==> config.mk <==
export PLATFORM = sky130hd
export DESIGN_NAME = display_scanner
export DESIGN_NICKNAME = d
export VERILOG_FILES = /design/src/rtl/display_scanner.sv
export SDC_FILE = /design/constraint.sdc
export NUM_CORES = 1
export LEC_CHECK = 0
export CAP_MARGIN = 20
export CORE_MARGIN = 1.5
export CORE_UTILIZATION = 45
export CTS_CLUSTER_DIAMETER = 40
export DETAILED_ROUTE_END_ITERATION = 12
export MAX_ROUTING_LAYER = met4
export PLACE_DENSITY = 0.64
export SYNTH_ARGS = -nofsm -noshare
export SYNTH_HDL_FRONTEND = slang
export SYNTH_SLANG_ARGS = --single-unit
==> constraint.sdc <==
create_clock -name clk -period 1.9 [get_ports clk]
set_input_delay 0.57 -clock clk [delete_from_list [all_inputs] [get_ports clk]]
set_output_delay 0.57 -clock clk [all_outputs]
set_load 0.01 [all_outputs]
==> src/rtl/display_scanner.sv <==
// Time-multiplexed 7-segment digit scanner with per-slot dead-time blanking and
// frame-synchronous copy of host-written codes into the display registers.
module display_scanner #(
    parameter int unsigned DIGITS = 4,
    parameter int unsigned AW     = 2,
    parameter int unsigned DIV    = 1000,
    parameter int unsigned BLANK  = 8
) (
    input  logic              clk,
    input  logic              rst,
    input  logic              en,
    input  logic              wr_en,
    input  logic [AW-1:0]     wr_addr,
    input  logic [4:0]        wr_data,
    output logic [4:0]        code,
    output logic [DIGITS-1:0] dig,
    output logic              frame
);

    localparam int unsigned CW = (DIV > 1) ? $clog2(DIV) : 1;
    localparam int unsigned IW = (DIGITS > 1) ? $clog2(DIGITS) : 1;

    logic [CW-1:0]     cnt_q, cnt_d;
    logic [IW-1:0]     idx_q, idx_d;
    logic [4:0]        stage_q  [DIGITS];
    logic [4:0]        shadow_q [DIGITS];

    logic              slot_end;
    logic              frame_end;
    logic              show;
    logic [DIGITS-1:0] dig_d;
    logic [4:0]        code_d;

    assign slot_end  = (cnt_q == CW'(DIV - 1));
    assign frame_end = slot_end && (idx_q == IW'(DIGITS - 1));
    assign show      = (cnt_q >= CW'(BLANK));

    always_comb begin
        cnt_d = cnt_q + CW'(1);
        idx_d = idx_q;
        if (slot_end) begin
            cnt_d = '0;
            idx_d = (idx_q == IW'(DIGITS - 1)) ? '0 : idx_q + IW'(1);
        end
    end

    // Code follows idx in both phases so the decoder settles before dig turns on.
    always_comb begin
        dig_d  = '0;
        code_d = '0;
        for (int i = 0; i < int'(DIGITS); i++) begin
            if (idx_q == IW'(i)) begin
                dig_d[i] = show && en;
                code_d   = shadow_q[i];
            end
        end
    end

    always_ff @(posedge clk) begin
        if (rst) begin
            cnt_q <= '0;
            idx_q <= '0;
            dig   <= '0;
            code  <= '0;
            frame <= 1'b0;
            for (int i = 0; i < int'(DIGITS); i++) begin
                stage_q[i]  <= '0;
                shadow_q[i] <= '0;
            end
        end else begin
            cnt_q <= cnt_d;
            idx_q <= idx_d;
            dig   <= dig_d;
            code  <= code_d;
            frame <= frame_end;
            // Shadow takes the pre-edge stage value; a same-edge write waits a frame.
            for (int i = 0; i < int'(DIGITS); i++) begin
                if (wr_en && (wr_addr == AW'(i))) begin
                    stage_q[i] <= wr_data;
                end
                if (frame_end) begin
                    shadow_q[i] <= stage_q[i];
                end
            end
        end
    end

endmodule

==> impl_metrics.py, run 1 <==
metrics = {
    "grt": {
        "grt_use_total": 0.1587,
        "grt-ovfl-total": 0,
        "antenna_found_initial": 0,
        "grt_pass1_wl_um": 6948,
        "grt_pass1_vias": 1495,
        "grt_start_max_net_pins": 22,
    },
    "worst_setup_path": {
        "cp-start-kind": "flip-flop",
        "r2r_slack_ns": 0.24,
        "path_max_fanout": 1,
        "cpPeakStageDelay_ns": 0.53,
        "cp.arrival_ns": 1.19,
        "cp.required_ns": 1.33,
        "crit_slowest_cell": "clkdlybuf4s50_1",
        "endpoint_kind": "output pin",
        "path_cells": "clkdlybuf4s50_1",
        "crit_family": "buffers and inverters",
        "criticalPathCategory": "flip-flop to output pin",
        "worst-path-buf-inv": 1,
    },
    "floorplanning": {
        "die_y_um": 78.87,
        "coreArea_um2": 5540,
        "io_pins": 21,
        "rows": 27,
        "die_w_um": 78.87,
        "die_area_um2": 6220,
        "start_util": 0.4675,
    },
    "synthesis": {
        "ys_seq_area_frac": 0.6338,
        "synthFlopType": "edfxtp_1",
        "syn_area_per_cell_um2": 12.10,
        "synth-seq-cells": 62,
        "syn-cell-area_um2": 2590,
        "syn_inst": 214,
        "synth.distinct_cells": 40,
        "ys_warn_count": 0,
        "synth-async-reset-ratio": 0,
        "yosys.cell_count.top_type": "and2_1",
        "synthTopCellsByCount": "and2_1 (43), edfxtp_1 (40), dfxtp_1 (22)",
        "synth_edf_count": 40,
        "synthTopCellsByArea": "edfxtp_1 (46%), dfxtp_1 (17%), and2_1 (10%)",
        "post-synth-top-area-cell": "edfxtp_1",
        "synth_top_area_frac": 0.4638,
        "syn-num-nets": 231,
    },
    "sta": {
        "maxSlewHeadroom": 0.7678,
        "layout_min_cycle_time_ns": 1.756,
        "period_share": 0.9244,
        "rsz0062_at_grt": "no",
        "slew_violations": 0,
        "setup_viol": 0,
        "fmax_mhz": 569.4,
        "setup_tns_ns": 0,
        "clock_skew_ns": 0.006539,
        "hold_viol": 0,
        "tightestPinTransition_ns": 0.3483,
    },
    "clock_network": {
        "cts_max_level": 3,
        "cts_sinks": 62,
        "cts_buffers": 9,
        "cts-root-buf": "clkbuf_8",
        "cts_hold_buf": 0,
        "clk_pin_slew_ns": 0.06,
        "clk_path_buf_depth": 2,
        "cts_tree": "done",
        "clk_latency_ns": 0.33,
        "post-cts-setup-buffers": 0,
        "ctsResizeCount": 0,
    },
    "cells_and_area": {
        "drive_above_1_share": 0.1240,
        "antenna_cells": 0,
        "fill_cells": 476,
        "syn_to_final_growth_pct": 21.06,
        "final_nets": 270,
    },
    "drt": {
        "met3_length_um": 134,
        "vias": 1571,
        "dr_wl_met2_um": 1814,
        "wirelength_um": 4194,
        "viasPerCell": 4.761,
        "post_drt_wl_per_cell_um": 12.71,
        "first_pass_iters": 4,
        "drc": 0,
        "top_layer": "met4",
        "drt-met1-wl_um": 2140,
        "dr.first_iter.drc_count": 74,
        "ant_nets": 0,
    },
    "power": {
        "power_mw": 2.692,
        "switching_share": 0.2120,
        "seqPwrFrac": 0.565,
        "leakage_nw": 1.201,
        "ir_worst_vdd_mv": 0.3798,
        "p_per_area_nw_per_um2": 858.5,
        "pwr-share-clk": 0.378,
        "switchingPower_uw": 570.7,
        "pwr-share-comb": 0.057,
        "intPower_mw": 2.121,
    },
    "placement": {
        "hpwl_um": 2963,
        "place_congestion": 0.7914,
        "numPortBuffers": 20,
    },
    "job": {
        "drv_cap": 0,
    },
    "min_path": {
        "hold_class": "flip-flop to flip-flop",
    },
    "status": {
        "status": "finished clean",
    },
}
layer usage:
layer | global-route usage | up-vias
li1 | - | 826
met1 | 0.1959 | 708
met2 | 0.2250 | 28
met3 | 0.05172 | 9
met4 | 0.1000 | 0
met5 | - | -
cells in the final DEF (no fill, tap or decap), drive strengths merged, types with 7 or more instances in the layout:
cell,n
and2,43
edfxtp,40
dfxtp,22
clkdlybuf4s50,20
buf,16
clkbuf,15
nor2,13
inv,11
nand2,11
nand3,9
a21oi,7
logic make-up after synthesis:
group	share of synthesized area
xor gates and xnor gates	0.01691
and+or+nand+nor	0.2044
AOI/OAI and AO/OA	0.07681
DFF	0.6338
muxes	0.003865
adders and majority gates	0.02898
buffers and inverters	0.03526
power groups by stage:
stage	sequential, mW	combinational (mW)	clock, mW
CTS	1.52	0.157	1.04
global route	1.53	0.173	1.09
detailed placement	1.55	0.156	0
floorplan	1.55	0.0702	0
global placement	1.55	0.154	0
finish	1.52	0.155	1.02
state kept, by name, summed over array words and instances (netlist names):
register  flops
idx_q         2
code          5
dig           4
stage_q      20
frame         1
cnt_q        10
shadow_q     20
worst paths after layout:
path	startpoint	end	depth (start not counted)
hold reg to reg	stage_q[2][2]	shadow_q[2][2]	1
setup / recovery	frame	frame	1
hold / removal	stage_q[2][2]	shadow_q[2][2]	1
setup reg to reg	cnt_q[0]	shadow_q[0][3]	5
worst register-to-register path, cell delays in order (launching register included):
cell and delay, ns:
dfxtp_1 0.31, ha_1 0.21, and4_1 0.23, and3b_1 0.22
and3b_4 0.24, and2_1 0.19
through the flow:
| stage | area, um^2 | utilization | hold WS, ns | cells | setup slack, ns |
|---|---|---|---|---|---|
| floorplan | 2591 | - | 0.4531 | 214 | 0.1076 |
| global placement | 2964 | 0.5350 | 0.5027 | 314 | 0.02999 |
| detailed placement | 2964 | 0.5350 | 0.5013 | 314 | 0.008647 |
| CTS | 3136 | 0.5659 | 0.5140 | 330 | 0.1179 |
| global route | 3136 | 0.5659 | 0.5373 | 330 | 0.1048 |
| finish | 3136 | 0.5659 | 0.5124 | 330 | 0.1437 |
area by class of cell:
class,instances,area (um^2),share of cell area
inverters,11,41.29,0.01317
repair buffers,36,332.8,0.1061
well taps,72,90.09,0.02873
flip-flops and latches,62,1642,0.5235
clock inverters,1,5.005,0.001596
clock buffers,15,166.4,0.05307
multi-input cells,133,858.3,0.2737
No activity file was read; power rests on OpenSTA's default activity.
==> run 2: changes to the inputs <==
CORE_ASPECT_RATIO = 1.4   (was not set)
RECOVER_POWER = 25   (was not set)
==> impl_metrics.py, run 2 (synthesized netlist as in run 1, its figures left out) <==
metrics = {
    "worst_setup_path": {
        "cp.arrival_ns": 2.01,
        "criticalPathCategory": "flip-flop to flip-flop",
        "crit_slowest_cell": "dfxtp_1",
        "path_max_fanout": 8,
        "worst-path-buf-inv": 1,
        "cp.required_ns": 2.15,
        "crit_family": "compound AO/OA/AOI/OAI gates",
        "endpoint_kind": "flip-flop",
        "cp-start-kind": "flip-flop",
        "path_cells": "inv_1 > ha_1 > nor2b_1 > a221oi_1 > a211o_1 > a21oi_1",
        "cpPeakStageDelay_ns": 0.39,
    },
    "grt": {
        "grt_pass1_vias": 1540,
        "antenna_found_initial": 0,
        "grt_pass1_wl_um": 6789,
        "grt_start_max_net_pins": 22,
        "grt-ovfl-total": 0,
        "grt_use_total": 0.1569,
    },
    "clock_network": {
        "clk_path_buf_depth": 2,
        "cts_sinks": 62,
        "cts_tree": "done",
        "clk_latency_ns": 0.34,
        "cts_buffers": 9,
        "ctsResizeCount": 0,
        "cts-root-buf": "clkbuf_8",
        "cts_hold_buf": 0,
        "post-cts-setup-buffers": 0,
        "clk_pin_slew_ns": 0.08,
        "cts_max_level": 3,
    },
    "sta": {
        "slew_violations": 0,
        "layout_min_cycle_time_ns": 1.765,
        "setup_tns_ns": 0,
        "tightestPinTransition_ns": 0.4385,
        "maxSlewHeadroom": 0.7039,
        "rsz0062_at_grt": "no",
        "hold_viol": 0,
        "fmax_mhz": 566.6,
        "period_share": 0.9288,
        "setup_viol": 0,
        "setup_ws_ns": 0.1352,
        "clock_skew_ns": 0.008709,
    },
    "placement": {
        "place_area_um2": 2939,
        "numPortBuffers": 20,
        "dpl_worst_slack_ns": -0.03370,
        "dpl.cell_count": 309,
        "place_congestion": 0.7388,
        "hpwl_um": 3011,
    },
    "floorplanning": {
        "start_util": 0.4688,
        "die_y_um": 92.77,
        "coreArea_um2": 5525,
        "die_area_um2": 6226,
        "die_w_um": 67.12,
        "io_pins": 21,
        "rows": 32,
    },
    "status": {
        "status": "finished clean",
    },
    "drt": {
        "wirelength_um": 4044,
        "viasPerCell": 4.822,
        "ant_nets": 0,
        "dr.first_iter.drc_count": 64,
        "first_pass_iters": 4,
        "vias": 1567,
        "drc": 0,
        "post_drt_wl_per_cell_um": 12.44,
    },
    "cells_and_area": {
        "antenna_cells": 0,
        "largest_registers": "shadow_q x20, stage_q x20, cnt_q x10",
        "multiInputGateArea_um2": 850.8,
        "final_common_cell": "and2_1",
        "fin_cells": 325,
        "most-common-layout-cells": "and2_1 (43), edfxtp_1 (40), dfxtp_1 (22)",
        "fill_cells": 489,
        "syn_to_final_growth_pct": 20.10,
        "final_nets": 269,
        "final_area_um2": 3110,
        "seqCellArea_um2": 1642,
        "drive_above_1_share": 0.1167,
    },
    "power": {
        "power_mw": 2.831,
        "leakage_nw": 1.178,
        "ir_worst_vdd_mv": 0.4178,
        "p_per_area_nw_per_um2": 910.2,
    },
    "job": {
        "drv_cap": 0,
    },
    "min_path": {
        "hold_class": "flip-flop to flip-flop",
    },
}
==> run 2: worst reg2reg max path, stage by stage (launching register included) <==
cell	delay, ns
dfxtp_1	0.39
inv_1	0.08
ha_1	0.28
nor2b_1	0.28
a221oi_1	0.16
a211o_1	0.29
a21oi_1	0.20
==> run 2: where the power goes <==
group | internal, mW | total (mW) | switching (mW)
Clock | 0.621 | 1.18 | 0.556
Combinational | 0.0677 | 0.140 | 0.0718
Sequential | 1.49 | 1.52 | 0.0219
Total | 2.18 | 2.83 | 0.649
==> run 2: layout make-up <==
cell class              count  area share
inverters                  11     0.01327
multi-input cells         133      0.2735
well taps                  68     0.02735
repair buffers             35     0.09252
clock inverters             7     0.02574
flip-flops and latches     62      0.5278
clock buffers               9     0.03982
==> run 2: final timing paths <==
| path | start | end | slack, ns | depth (start not counted) |
|---|---|---|---|---|
| worst max register to register | idx_q[1] | code[0] | 0.14 | 6 |
| worst min-delay path | shadow_q[3][3] | code[3] | 0.51 | 2 |
| worst max-delay path | idx_q[1] | code[0] | 0.14 | 6 |
| worst min register to register | shadow_q[3][3] | code[3] | 0.51 | 2 |
==> run 2: per-layer routing <==
metal / up-vias / wire length (um) / GRT usage / share of wire
li1: 819 / - / - / -
met1: 712 / 1509 / 0.1462 / 0.37
met4: 0 / 100 / 0.08673 / 0.025
met2: 28 / 2296 / 0.2789 / 0.57
met3: 8 / 138 / 0.04374 / 0.034
met5: - / 0 / - / 0
==> run 2: stage by stage <==
step | hold slack (ns) | utilization
after global placement | 0.4933 | 0.5319
after floorplan | 0.4531 | -
after detailed placement | 0.4899 | 0.5319
after CTS | 0.5079 | 0.5688
after global routing | 0.5387 | 0.5630
final | 0.5059 | 0.5630
==> run 3: changes to the inputs <==
SLEW_MARGIN = 20   (was not set)
==> results of run 3 <==
No change in the layout: final DEF, timing and power equal those of run 2.
